$ cat src/rtl/mdu_if.sv
// Handshake and result bundle between the decode/pipeline control and the
// multiply/divide sequencer.
//   start, op, a, b         : launch request and operands (master -> slave)
//   busy, done              : sequencer status (slave -> master)
//   hi, lo, div_zero        : result registers (slave -> master)
interface mdu_if #(
  parameter int WIDTH = 32
);
  logic             start;
  logic [1:0]       op;
  logic [WIDTH-1:0] a;
  logic [WIDTH-1:0] b;
  logic             busy;
  logic             done;
  logic [WIDTH-1:0] hi;
  logic [WIDTH-1:0] lo;
  logic             div_zero;

  modport master (
    output start, op, a, b,
    input  busy, done, hi, lo, div_zero
  );

  modport slave (
    input  start, op, a, b,
    output busy, done, hi, lo, div_zero
  );
endinterface

$ cat src/rtl/mdu_seq.sv
// Multi-cycle multiply/divide sequencer (MULTU/MULT/DIVU/DIV).
// One WIDTH-bit adder/subtractor is reused for WIDTH iterations: shift-add
// for multiply, restoring division for divide. Signs are stripped on launch
// and re-applied in a final fix-up cycle that also loads HI/LO.
// Ports:
//   clk    : rising-edge clock
//   rst_n  : asynchronous reset, active low
//   bus    : mdu_if slave modport
//            start/op/a/b in; busy/done/hi/lo/div_zero out
//            op: 00 MULTU, 01 MULT, 10 DIVU, 11 DIV
module mdu_seq #(
  parameter int WIDTH = 32
) (
  input  logic clk,
  input  logic rst_n,
  mdu_if.slave bus
);

  localparam int CNT_W = $clog2(WIDTH);

  typedef enum logic [1:0] {
    IDLE = 2'd0,
    CALC = 2'd1,
    FIX  = 2'd2
  } state_t;

  function automatic logic [WIDTH-1:0] neg_w(input logic [WIDTH-1:0] v);
    return ~v + WIDTH'(1);
  endfunction

  function automatic logic [2*WIDTH-1:0] neg_2w(input logic [2*WIDTH-1:0] v);
    return ~v + (2*WIDTH)'(1);
  endfunction

  // Control state (reset)
  state_t           state;
  logic [CNT_W-1:0] cnt;
  logic             busy_r;
  logic             done_r;
  logic             dz_r;
  logic [WIDTH-1:0] hi_r;
  logic [WIDTH-1:0] lo_r;

  // Datapath state (not reset; only meaningful between launch and fix-up)
  logic             is_div;
  logic             sa;
  logic             sb;
  logic             b_zero;
  logic [WIDTH-1:0] a_orig;
  logic [WIDTH-1:0] mag_b;
  logic [WIDTH-1:0] acc_hi;   // product high half / partial remainder
  logic [WIDTH-1:0] acc_lo;   // multiplier bits / dividend-then-quotient bits

  logic             launch;
  logic             sa_in;
  logic             sb_in;

  assign launch = (state == IDLE) && bus.start;
  assign sa_in  = bus.a[WIDTH-1] & bus.op[0];
  assign sb_in  = bus.b[WIDTH-1] & bus.op[0];

  // One iteration of the shared adder
  logic [WIDTH:0]          mul_sum;
  logic [WIDTH-1:0]        rem_sh;
  logic signed [WIDTH:0]   diff;
  logic [WIDTH-1:0]        step_hi;
  logic [WIDTH-1:0]        step_lo;

  always_comb begin
    mul_sum = {1'b0, acc_hi};
    if (acc_lo[0]) mul_sum = {1'b0, acc_hi} + {1'b0, mag_b};
    // Remainder never exceeds WIDTH-1 significant bits before the shift,
    // so dropping acc_hi[WIDTH-1] loses nothing.
    rem_sh = {acc_hi[WIDTH-2:0], acc_lo[WIDTH-1]};
    diff   = $signed({1'b0, rem_sh}) - $signed({1'b0, mag_b});
    if (is_div) begin
      if (!diff[WIDTH]) begin
        step_hi = diff[WIDTH-1:0];
        step_lo = {acc_lo[WIDTH-2:0], 1'b1};
      end else begin
        step_hi = rem_sh;
        step_lo = {acc_lo[WIDTH-2:0], 1'b0};
      end
    end else begin
      step_hi = mul_sum[WIDTH:1];
      step_lo = {mul_sum[0], acc_lo[WIDTH-1:1]};
    end
  end

  // Sign fix-up and divide-by-zero override
  logic [2*WIDTH-1:0] prod;
  logic [WIDTH-1:0]   fix_hi;
  logic [WIDTH-1:0]   fix_lo;

  always_comb begin
    prod = {acc_hi, acc_lo};
    if (sa ^ sb) prod = neg_2w(prod);
    fix_hi = prod[2*WIDTH-1:WIDTH];
    fix_lo = prod[WIDTH-1:0];
    if (is_div) begin
      if (b_zero) begin
        fix_hi = a_orig;
        fix_lo = '1;
      end else begin
        fix_lo = (sa ^ sb) ? neg_w(acc_lo) : acc_lo;
        fix_hi = sa ? neg_w(acc_hi) : acc_hi;
      end
    end
  end

  // Launch: capture operands as magnitudes / iterate: one adder pass
  always_ff @(posedge clk) begin
    if (launch) begin
      is_div <= bus.op[1];
      sa     <= sa_in;
      sb     <= sb_in;
      a_orig <= bus.a;
      b_zero <= (bus.b == '0);
      mag_b  <= sb_in ? neg_w(bus.b) : bus.b;
      acc_hi <= '0;
      acc_lo <= sa_in ? neg_w(bus.a) : bus.a;
    end else if (state == CALC) begin
      acc_hi <= step_hi;
      acc_lo <= step_lo;
    end
  end

  // Sequencer control and result registers
  always_ff @(posedge clk or negedge rst_n) begin
    if (!rst_n) begin
      state  <= IDLE;
      cnt    <= '0;
      busy_r <= 1'b0;
      done_r <= 1'b0;
      dz_r   <= 1'b0;
      hi_r   <= '0;
      lo_r   <= '0;
    end else begin
      done_r <= 1'b0;
      case (state)
        IDLE: begin
          if (bus.start) begin
            state  <= CALC;
            cnt    <= '0;
            busy_r <= 1'b1;
          end
        end
        CALC: begin
          cnt <= cnt + CNT_W'(1);
          if (cnt == CNT_W'(WIDTH - 1)) state <= FIX;
        end
        FIX: begin
          hi_r   <= fix_hi;
          lo_r   <= fix_lo;
          dz_r   <= is_div & b_zero;
          done_r <= 1'b1;
          busy_r <= 1'b0;
          state  <= IDLE;
        end
        default: state <= IDLE;
      endcase
    end
  end

  assign bus.busy     = busy_r;
  assign bus.done     = done_r;
  assign bus.hi       = hi_r;
  assign bus.lo       = lo_r;
  assign bus.div_zero = dz_r;

endmodule

$ cat src/flat_wrapper.sv
// flat-port wrapper written by rule: the top's interface ports become plain ports
module mdu_seq_flat 
#(
  parameter int WIDTH = 32
)
  (clk, rst_n, bus_start, bus_op, bus_a, bus_b, bus_busy, bus_done, bus_hi, bus_lo, bus_div_zero);
  mdu_if #(.WIDTH(WIDTH)) bus_i ();
  input  logic clk;
  input  logic rst_n;
  input wire logic [$bits(bus_i.start)-1:0] bus_start;
  input wire logic [$bits(bus_i.op)-1:0] bus_op;
  input wire logic [$bits(bus_i.a)-1:0] bus_a;
  input wire logic [$bits(bus_i.b)-1:0] bus_b;
  output wire logic [$bits(bus_i.busy)-1:0] bus_busy;
  output wire logic [$bits(bus_i.done)-1:0] bus_done;
  output wire logic [$bits(bus_i.hi)-1:0] bus_hi;
  output wire logic [$bits(bus_i.lo)-1:0] bus_lo;
  output wire logic [$bits(bus_i.div_zero)-1:0] bus_div_zero;
  assign bus_i.start = bus_start;
  assign bus_i.op = bus_op;
  assign bus_i.a = bus_a;
  assign bus_i.b = bus_b;
  assign bus_busy = bus_i.busy;
  assign bus_done = bus_i.done;
  assign bus_hi = bus_i.hi;
  assign bus_lo = bus_i.lo;
  assign bus_div_zero = bus_i.div_zero;
  mdu_seq #(.WIDTH(WIDTH)) u_core (.clk(clk), .rst_n(rst_n), .bus(bus_i));
endmodule
$ cat config.mk
export PLATFORM = sky130hd
export DESIGN_NAME = mdu_seq_flat
export DESIGN_NICKNAME = d
export VERILOG_FILES = /design/src/rtl/mdu_if.sv /design/src/rtl/mdu_seq.sv /design/src/flat_wrapper.sv
export SDC_FILE = /design/constraint.sdc
export NUM_CORES = 1
export LEC_CHECK = 0
export BUFFER_PORTS_ARGS = -buffer_cell sky130_fd_sc_hd__buf_4
export CORE_UTILIZATION = 32
export DETAILED_ROUTE_END_ITERATION = 16
export GPL_TIMING_DRIVEN = 0
export REMOVE_ABC_BUFFERS = 1
export SYNTH_ARGS = -nofsm -noshare
export SYNTH_HDL_FRONTEND = slang
export SYNTH_SLANG_ARGS = --single-unit
$ cat constraint.sdc
create_clock -name clk -period 4.3 [get_ports clk]
set_input_delay 0 -clock clk [delete_from_list [all_inputs] [get_ports clk]]
set_output_delay 0 -clock clk [all_outputs]
set_load 0.1 [all_outputs]
==> out/summary.txt, run 1 <==
status - complete, no violations
DP Area - 17370 um^2
Int Pwr - 6.801 mW
antenna viol nets, final - 0
Clk pwr share - 0.173
clk sinks - 206
Iter 0 DRT Violations - 1138
Top delay family on crit path - compound AO/OA/AOI/OAI gates
Mapped Area - 15500 um^2
Area Growth Syn to Fin - 23.68%
Yosys reg bits - 206
clock-pin slew on the worst setup and hold paths - 60 ps
largest net degree at the start of global routing - 75
CP arrival - 4530 ps
Crit. Startpoint - u_core.acc_lo[31]$_DFFE_PP_
layout net count - 2157
Max-slew headroom - 0.1282
Detailed Place HPWL - 35930 um
H-tree depth - 1
DRT Wirelength - 47230 um
Startpoint Class - flip-flop
CTS root buffer - clkbuf_16
Worst Tran Pin Value - 1308 ps
dominant cells by area after synthesis - edfxtp_1 (19%), dfrtp_1 (12%), a21oi_1 (6.2%), xnor2_1 (6.0%), ha_1 (5.7%)
GPL Wtd Cong - 0.8943
Worst-Skew Late Latency - 570 ps
fin crit period - 4078 ps
Hold Violations, Final - 0
asr flop ratio synth - 0.3592
DRC Markers - 0
Netlist cell types - 81
CP bufs+invs - 3
power density over the cells - 677.4 nW/um^2
most frequent cells in the layout - nand2_1 (201), a21oi_1 (191), nor2_1 (174)
Worst setup endpoint - u_core.acc_hi[28]$_SDFFE_PP0P_
Slowest cell on crit path - o311a_4
CP endpoint kind - flip-flop
register area share after synthesis - 0.3545
Starting Density - 0.3247
drt via density - 5.390
post-synth top area cell - edfxtp_1
fin area - 19170 um^2
Vias - 14300
layout cells sized above 1 - 0.1110
CTS tree - yes
setup slack, reg-to-reg - 220 ps
number of global-route vias before repair - 13780
Worst Path Max Fanout - 29
critical path's largest stage delay - 510 ps
Max Cap Violations - 0
FF-to-FF path depth - 15
critical path required time - 4750 ps
Ports - 136
all-layer global routing usage - 0.1886
R2R Path End - u_core.acc_hi[28]$_SDFFE_PP0P_
first-pass GRT wire length - 75870 um
Core Rows - 80
sequential share of power - 0.283
critical path class - reg -> reg
highest clock rate - 245.2 MHz
setup TNS - 0 ps
Most used DFF post-synth - edfxtp_1
P_leak - 7.892 nW
worst r2r src - u_core.acc_lo[31]$_DFFE_PP_
most common cell after layout, fill and taps aside - nand2_1
Switching Fraction - 0.4763
initial antenna violation count - 1
Yosys warning count - 0
height of the die - 222.1 um
hold_ws - 108.7 ps
Die Width - 222.1 um
Mean Syn Cell Area - 8.356 um^2
clk buf depth - 3
Final Cycle Share - 0.9483
Slew Viols, Final - 0
Gate Count Post-Synth - 1855
RSZ-0062 raised after global routing - no
combinational power share - 0.544
remaining global-route overflow - 0
Die ar. - 49330 um^2
Setup violations, final - 0
Peak VDD IR - 0.4361 mV
worst hold path type - in -> reg
drt pass-1 iters - 5
number of cells on the critical path - 15
sw power - 6.186 mW
port bufs - 135
post-layout util - 0.4015
critical path cell sequence - inv_1 -> ha_1 -> fa_1 -> nand2b_1 -> a21oi_1 -> o22ai_1 -> a211oi_2 -> buf_4 -> a31oi_1 -> o311a_4 -> buf_16 -> nor2_4 -> nand2_1 -> a31o_1 -> o41ai_1
share of the synthesized area in the top cell type - 0.1937
CTS Buf Count - 26
EDFF count, synth - 100
Core Box Area - 47750 um^2
skew final - 17.80 ps
WL/cell - 17.81 um
## area by class of cell
cell class              instances  area [um^2]
inverters                      69        260.3
diodes                          1        2.502
well taps                     615        769.5
multi-input cells            1469         9380
repair buffers                244         2385
clock inverters                13        133.9
clock buffers                  35        745.7
fillers                      4765        28570
flip-flops and latches        206         5495
## state kept, by name (all words and copies together), names as in the netlist
signal and count:
u_core.a_orig 32, u_core.bus.done 1, u_core.bus.lo 32, u_core.state 2, u_core.sb 1, u_core.bus.busy 1, u_core.mag_b 32, u_core.acc_lo 32
u_core.is_div 1, u_core.bus.div_zero 1, u_core.b_zero 1, u_core.acc_hi 32, u_core.cnt 5, u_core.bus.hi 32, u_core.sa 1
## per-stage QoR
step	std cells	setup WS, ps	power (mW)
final	2652	222.4	12.99
after global routing	2652	24.23	13.89
after CTS	2649	20.20	12.97
after detailed placement	2513	-563.9	10.58
after global placement	2494	-4674	10.41
after floorplan	1744	-1839	8.664
## synth_stat cells, drive strengths merged, types with 3 or more instances
master	instances
o31a	4
nand4	11
clkinv	3
o31ai	20
o21bai	5
o22ai	4
a311oi	5
and2	12
and3	11
o211a	3
nand2b	16
o211ai	16
a31oi	23
a21boi	3
a21oi	191
a21o	35
nand2	201
mux2i	57
a22o	15
edfxtp	100
or4	15
nor4	17
nor3	32
nor3b	3
or2	5
o21a	8
clkbuf	90
nor2b	19
xnor2	106
ha	70
dfxtp	32
xor2	87
o21ai	182
a2111oi	3
buf	21
o41ai	15
a221oi	4
nor2	178
a22oi	4
or3	12
dfrtp	74
a211oi	25
nand3	22
inv	66
## routing by layer
| layer | vias to the layer above | routed length, um | GRT usage |
|---|---|---|---|
| li1 | 6996 | - | - |
| met4 | 0 | 1004 | 0.04816 |
| met3 | 59 | 2440 | 0.02677 |
| met2 | 352 | 22190 | 0.3093 |
| met1 | 6888 | 21590 | 0.2592 |
| met5 | - | 0 | 0 |
## how the worst min path moves through the flow
stage | from | end | slack [ps] | cells past startpoint
4_1_cts | bus_start | u_core.state[0]$_DFFE_PN0P_ | 90 | 3
3_3_place_gp | bus_op[1] | u_core.is_div$_DFFE_PP_ | 180 | 1
3_5_place_dp | bus_op[1] | u_core.is_div$_DFFE_PP_ | 190 | 1
2_1_floorplan | rst_n | u_core.bus.busy$_DFFE_PN0P_ | -300 | 0
6_report | bus_start | u_core.state[0]$_DFFE_PN0P_ | 110 | 3
5_1_grt | bus_start | u_core.state[0]$_DFFE_PN0P_ | 140 | 3
## tightest hold or removal path: cells and delay by family
family | cells | cell delay (ps)
and+or+nand+nor | 1 | 380
AOI/OAI and AO/OA | 1 | 130
buffers and inverters | 1 | 110
## logic make-up (layout without fill, tap and decap cells)
logic type | count (synthesis) | after routing | share of synthesized area
DFF | 206 | 206 | 0.3545
buffers and inverters | 180 | 361 | 0.04455
adders and majority gates | 72 | 72 | 0.05908
and+or+nand+nor | 565 | 565 | 0.1676
AOI/OAI and AO/OA | 581 | 581 | 0.2277
other | 0 | 1 | 0
muxes | 58 | 58 | 0.03753
xor gates and xnor gates | 193 | 193 | 0.1090
## power groups by stage
stage	sequential, mW	combinational [mW]	clock, mW
global route	3.77	7.75	2.37
global placement	3.79	6.62	0
floorplan	4.31	4.35	0
finish	3.68	7.06	2.25
detailed placement	3.72	6.86	0
CTS	3.68	6.99	2.30
## what timing repair did
item	in CTS	in global routing
hold buffers	88	0
resized for setup	4	1
pin swaps	0	2
hold endpoints to repair	172	0
endpoints found under the setup margin	12	23
setup buffers	0	2
No activity file was read; power rests on OpenSTA's default activity.
==> inputs of run 2 (changes only) <==
==> constraint.sdc (replaced) <==
create_clock -name clk -period 4.3 [get_ports clk]
set_input_delay 0.86 -clock clk [delete_from_list [all_inputs] [get_ports clk]]
set_output_delay 0.86 -clock clk [all_outputs]
set_load 0.1 [all_outputs]
==> out/summary.txt, run 2 (synthesis results as in run 1) <==
status - complete, no violations
RSZ-0062 raised after global routing - no
all-layer global routing usage - 0.1866 (-0.001993)
critical path required time - 4750 ps (about the same)
Final Cycle Share - 0.9461 (-0.002174)
port bufs - 135 (unchanged)
Startpoint Class - flip-flop
Iter 0 DRT Violations - 1130 (-0.70%)
CTS Buf Count - 26 (unchanged)
number of global-route vias before repair - 13340 (-3.2%)
clock-pin slew on the worst setup and hold paths - 60 ps (about the same)
Area Growth Syn to Fin - 17.98%
power consumption - 12.90 mW (-0.70%)
critical path class - reg -> reg
highest clock rate - 245.8 MHz (+0.23%)
Slew Viols, Final - 0 (unchanged)
Hold Buf Count CTS - 0 (-100%)
drt via density - 5.447 (+1.0%)
layout net count - 2069 (-4.1%)
FF-to-FF path depth - 15 (unchanged)
Die ar. - 49330 um^2 (unchanged)
CTS root buffer - clkbuf_16
DRT Wirelength - 46780 um (-0.94%)
WL/cell - 18.25 um (+2.5%)
power density over the cells - 705.2 nW/um^2 (+4.1%)
Fillers - 4809 (+0.92%)
Ports - 136 (unchanged)
Worst setup endpoint - u_core.acc_hi[28]$_SDFFE_PP0P_
Setup violations, final - 0 (unchanged)
most common cell after layout, fill and taps aside - nand2_1
Core Box Area - 47750 um^2 (unchanged)
CTS tree - yes
CP endpoint kind - flip-flop
drt pass-1 iters - 6 (+1)
H-tree depth - 1 (unchanged)
Max-slew headroom - 0.1366 (+0.008420)
Hold Violations, Final - 0 (unchanged)
Peak VDD IR - 0.4374 mV (+0.30%)
dpl cells - 2513 (unchanged)
height of the die - 222.1 um (unchanged)
Worst-Skew Late Latency - 570 ps (about the same)
antenna viol nets, final - 0 (unchanged)
hold_ws - 435.2 ps (+326.5 ps)
Worst Tran Pin Value - 1295 ps (-12.63 ps)
final setup margin - 231.8 ps (+9.350 ps)
Die Width - 222.1 um (unchanged)
most frequent cells in the layout - nand2_1 (201), a21oi_1 (191), nor2_1 (174)
worst hold path type - in -> async
Worst Path Max Fanout - 29 (unchanged)
Max Cap Violations - 0 (unchanged)
fin crit period - 4068 ps (-9.350 ps)
P_leak - 7.523 nW (-4.7%)
skew final - 16.35 ps (-1.454 ps)
CP arrival - 4520 ps (about the same)
Crit. Startpoint - u_core.acc_lo[31]$_DFFE_PP_
n_diodes - 0 (-1)
setup slack, reg-to-reg - 230 ps (about the same)
clk sinks - 206 (unchanged)
Core Rows - 80 (unchanged)
remaining global-route overflow - 0 (unchanged)
Starting Density - 0.3247 (unchanged)
GPL Wtd Cong - 0.8943 (unchanged)
Detailed Place HPWL - 35930 um (unchanged)
Layout Cells excl Fill - 2563 (-3.4%)
Vias - 13960 (-2.3%)
R2R Path End - u_core.acc_hi[28]$_SDFFE_PP0P_
first-pass GRT wire length - 74460 um (-1.8%)
largest net degree at the start of global routing - 75 (unchanged)
initial antenna violation count - 1 (unchanged)
Setup WS pre-CTS - -563.9 ps (unchanged)
clk buf depth - 3 (unchanged)
layout cells sized above 1 - 0.1160 (+0.005014)
DRC Markers - 0 (unchanged)
worst r2r src - u_core.acc_lo[31]$_DFFE_PP_
-- run 2: worst min-delay path by stage --
stage	from	end	slack, ps
2_1_floorplan	u_core.cnt[3]$_DFFE_PN0P_	u_core.cnt[3]$_DFFE_PN0P_	430
3_3_place_gp	u_core.cnt[3]$_DFFE_PN0P_	u_core.cnt[3]$_DFFE_PN0P_	450
3_5_place_dp	u_core.cnt[3]$_DFFE_PN0P_	u_core.cnt[3]$_DFFE_PN0P_	460
4_1_cts	bus_op[1]	u_core.is_div$_DFFE_PP_	450
5_1_grt	bus_op[1]	u_core.is_div$_DFFE_PP_	460
6_report	rst_n	u_core.bus.hi[20]$_DFFE_PN0P_	440
-- run 2: final cells by class --
type | instances | area [um^2] | area share
clock inverters | 13 | 133.9 | 0.007320
inverters | 69 | 260.3 | 0.01423
flip-flops and latches | 206 | 5495 | 0.3005
multi-input cells | 1469 | 9380 | 0.5129
clock buffers | 35 | 745.7 | 0.04077
repair buffers | 156 | 1504 | 0.08223
well taps | 615 | 769.5 | 0.04207
-- run 2: worst max-delay path: stages, from the launching register on --
cell	delay, ps
edfxtp_1	420
inv_1	190
ha_1	280
fa_1	410
nand2b_1	210
a21oi_1	240
o22ai_1	220
a211oi_2	270
buf_4	170
a31oi_1	200
o311a_4	510
buf_16	220
nor2_4	260
nand2_1	100
a31o_1	190
o41ai_1	50
-- run 2: power by group --
part           switching [mW]  leakage, nW  internal [mW]  total [mW]
logic                    4.27         5.01           2.70        6.97
clock network           0.911        0.431           1.34        2.25
registers               0.979         2.08           2.70        3.68
-- run 2: what timing repair did --
item / CTS / global route
setup endpoints to repair: 12 / 23
buffers inserted: 0 / 2
pin swaps: 0 / 2
gates resized for setup: 4 / 1
-- run 2: through the flow --
step | area [um^2] | setup TNS (ps) | utilization
6_report | 18290 | 0 | 0.3830
5_1_grt | 18290 | 0 | 0.3830
2_1_floorplan | 15070 | -211990 | -
3_5_place_dp | 17370 | -2598 | 0.3638
4_1_cts | 18260 | 0 | 0.3825
3_3_place_gp | 16850 | -596710 | 0.3530
-- run 2: metal layers --
metal / wire, um / GRT usage / up-vias / share of wire
li1: - / - / 6817 / -
met1: 21390 / 0.2532 / 6744 / 0.46
met2: 21990 / 0.3069 / 334 / 0.47
met3: 2474 / 0.03220 / 63 / 0.053
met4: 920 / 0.04503 / 2 / 0.020
met5: 17 / 0 / - / 0.00036
==> inputs of run 3 (changes only) <==
clock period = 4.2 ns   (was 4.3 ns; I/O delays follow)
==> out/summary.txt, run 3 (synthesis results as in run 1) <==
status - complete, no violations
setup slack, reg-to-reg - 160 ps (-70 ps)
Core Box Area - 47750 um^2 (unchanged)
final setup margin - 161.6 ps (-70.21 ps)
Iter 0 DRT Violations - 1103 (-2.4%)
Worst setup endpoint - u_core.bus.hi[4]$_DFFE_PN0P_
Worst-Skew Late Latency - 570 ps (about the same)
remaining global-route overflow - 0 (unchanged)
Worst Tran Pin Value - 1292 ps (-3.211 ps)
clk buf depth - 3 (unchanged)
layout cells sized above 1 - 0.1169 (+0.0009066)
fin crit period - 4038 ps (-29.79 ps)
Starting Density - 0.3247 (unchanged)
Setup violations, final - 0 (unchanged)
sequential cell area - 5495 um^2 (unchanged)
DRT Wirelength - 47210 um (+0.92%)
Die ar. - 49330 um^2 (unchanged)
CTS Buf Count - 26 (unchanged)
CTS tree - yes
dpl cells - 2513 (unchanged)
Vias - 14010 (+0.36%)
skew final - 15.12 ps (-1.223 ps)
CTS root buffer - clkbuf_16
Die Width - 222.1 um (unchanged)
R2R Path End - u_core.bus.hi[4]$_DFFE_PN0P_
multi-input logic area - 9392 um^2 (+0.12%)
Peak VDD IR - 0.4476 mV (+2.3%)
critical path class - reg -> reg
WL/cell - 18.41 um (+0.84%)
post-layout util - 0.3837 (+0.0006550)
Hold Violations, Final - 0 (unchanged)
Detailed Place HPWL - 35930 um (unchanged)
RSZ-0062 raised after global routing - no
number of cells on the critical path - 11 (-4)
drt via density - 5.462 (+0.28%)
clk sinks - 206 (unchanged)
Ports - 136 (unchanged)
highest clock rate - 247.6 MHz (+0.74%)
n_diodes - 0 (unchanged)
Fillers - 4807 (-0.042%)
FF-to-FF path depth - 11 (-4)
Slowest cell on crit path - or4_1
Core Rows - 80 (unchanged)
Top delay family on crit path - simple AND/OR/NAND/NOR gates
H-tree depth - 1 (unchanged)
Startpoint Class - flip-flop
CP bufs+invs - 3 (unchanged)
most frequent cells in the layout - nand2_1 (201), a21oi_1 (191), nor2_1 (174)
P_leak - 7.536 nW (+0.18%)
number of global-route vias before repair - 13340 (+0.0075%)
Max Cap Violations - 0 (unchanged)
critical path's largest stage delay - 850 ps (+340 ps)
drt pass-1 iters - 5 (-1)
layout net count - 2071 (+0.097%)
CP arrival - 4480 ps (-40 ps)
power density over the cells - 725.0 nW/um^2 (+2.8%)
all-layer global routing usage - 0.1867 (about the same)
DRC Markers - 0 (unchanged)
setup TNS - 0 ps (unchanged)
port bufs - 135 (unchanged)
Layout Cells excl Fill - 2565 (+0.078%)
critical path cell sequence - clkinv_2 -> ha_1 -> inv_1 -> or4_4 -> or4_1 -> inv_2 -> a21oi_1 -> a22oi_1 -> nor2_1 -> a221oi_1 -> o21ai_1
Slew Viols, Final - 0 (unchanged)
Hold Buf Count CTS - 0 (unchanged)
GPL Wtd Cong - 0.8943 (unchanged)
largest net degree at the start of global routing - 75 (unchanged)
CP endpoint kind - flip-flop
Worst Path Max Fanout - 18 (-38%)
Final Cycle Share - 0.9615 (+0.01543)
Crit. Startpoint - u_core.acc_lo[0]$_DFFE_PP_
worst r2r src - u_core.acc_lo[0]$_DFFE_PP_
critical path required time - 4640 ps (-110 ps)
Area Growth Syn to Fin - 18.19%
antenna viol nets, final - 0 (unchanged)
Max-slew headroom - 0.1387 (+0.002141)
height of the die - 222.1 um (unchanged)
first-pass GRT wire length - 74480 um (about the same)
clock-pin slew on the worst setup and hold paths - 60 ps (about the same)
worst hold path type - in -> async
initial antenna violation count - 1 (unchanged)
most common cell after layout, fill and taps aside - nand2_1
Setup WS pre-CTS - -663.9 ps (-100.0 ps)
## run 3: timing repair
action | in CTS | in global routing
pin swaps | 0 | 2
gates cloned | 0 | 1
endpoints found under the setup margin | 22 | 22
buffers inserted | 0 | 3
resized for setup | 5 | 0
## run 3: cell type report
cell class                 instances  share of cell area
sequential                       206              0.3000
clock buffer                      35             0.04070
timing repair buffer             157             0.08319
inverter                          69             0.01421
tap                              615             0.04200
multi-input combinational       1470              0.5126
clock inverter                    13            0.007308
## run 3: layer usage
metal / wire length, um / track usage / up-vias
met5: 17 / 0 / -
li1: - / - / 6835
met3: 2664 / 0.03220 / 59
met4: 893 / 0.04503 / 2
met2: 22090 / 0.3069 / 358
met1: 21550 / 0.2534 / 6756
## run 3: worst reg2reg max path: stages (launching register included)
cell,delay (ps)
edfxtp_1,680
clkinv_2,420
ha_1,270
inv_1,80
or4_4,510
or4_1,850
inv_2,210
a21oi_1,100
a22oi_1,240
nor2_1,70
a221oi_1,370
o21ai_1,110
## run 3: through the flow
stage	hold slack, ps	power, mW	area (um^2)
after global placement	448.2	10.65	16850
after global routing	439.3	14.19	18320
final	416.1	13.28	18320
after detailed placement	459.4	10.83	17370
after floorplan	430.9	8.870	15070
after CTS	433.9	13.21	18270
## run 3: worst min path at each step
stage / start / slack [ps] / to
floorplan: u_core.cnt[3]$_DFFE_PN0P_ / 430 / u_core.cnt[3]$_DFFE_PN0P_
global placement: u_core.cnt[3]$_DFFE_PN0P_ / 450 / u_core.cnt[3]$_DFFE_PN0P_
CTS: bus_op[1] / 430 / u_core.is_div$_DFFE_PP_
global route: bus_op[1] / 440 / u_core.is_div$_DFFE_PP_
detailed placement: u_core.cnt[3]$_DFFE_PN0P_ / 460 / u_core.cnt[3]$_DFFE_PN0P_
finish: rst_n / 420 / u_core.bus.hi[20]$_DFFE_PN0P_
## run 3: where the power goes
group | internal (mW) | switching [mW]
combinational | 2.80 | 4.42
clock | 1.37 | 0.930
sequential | 2.76 | 1.00
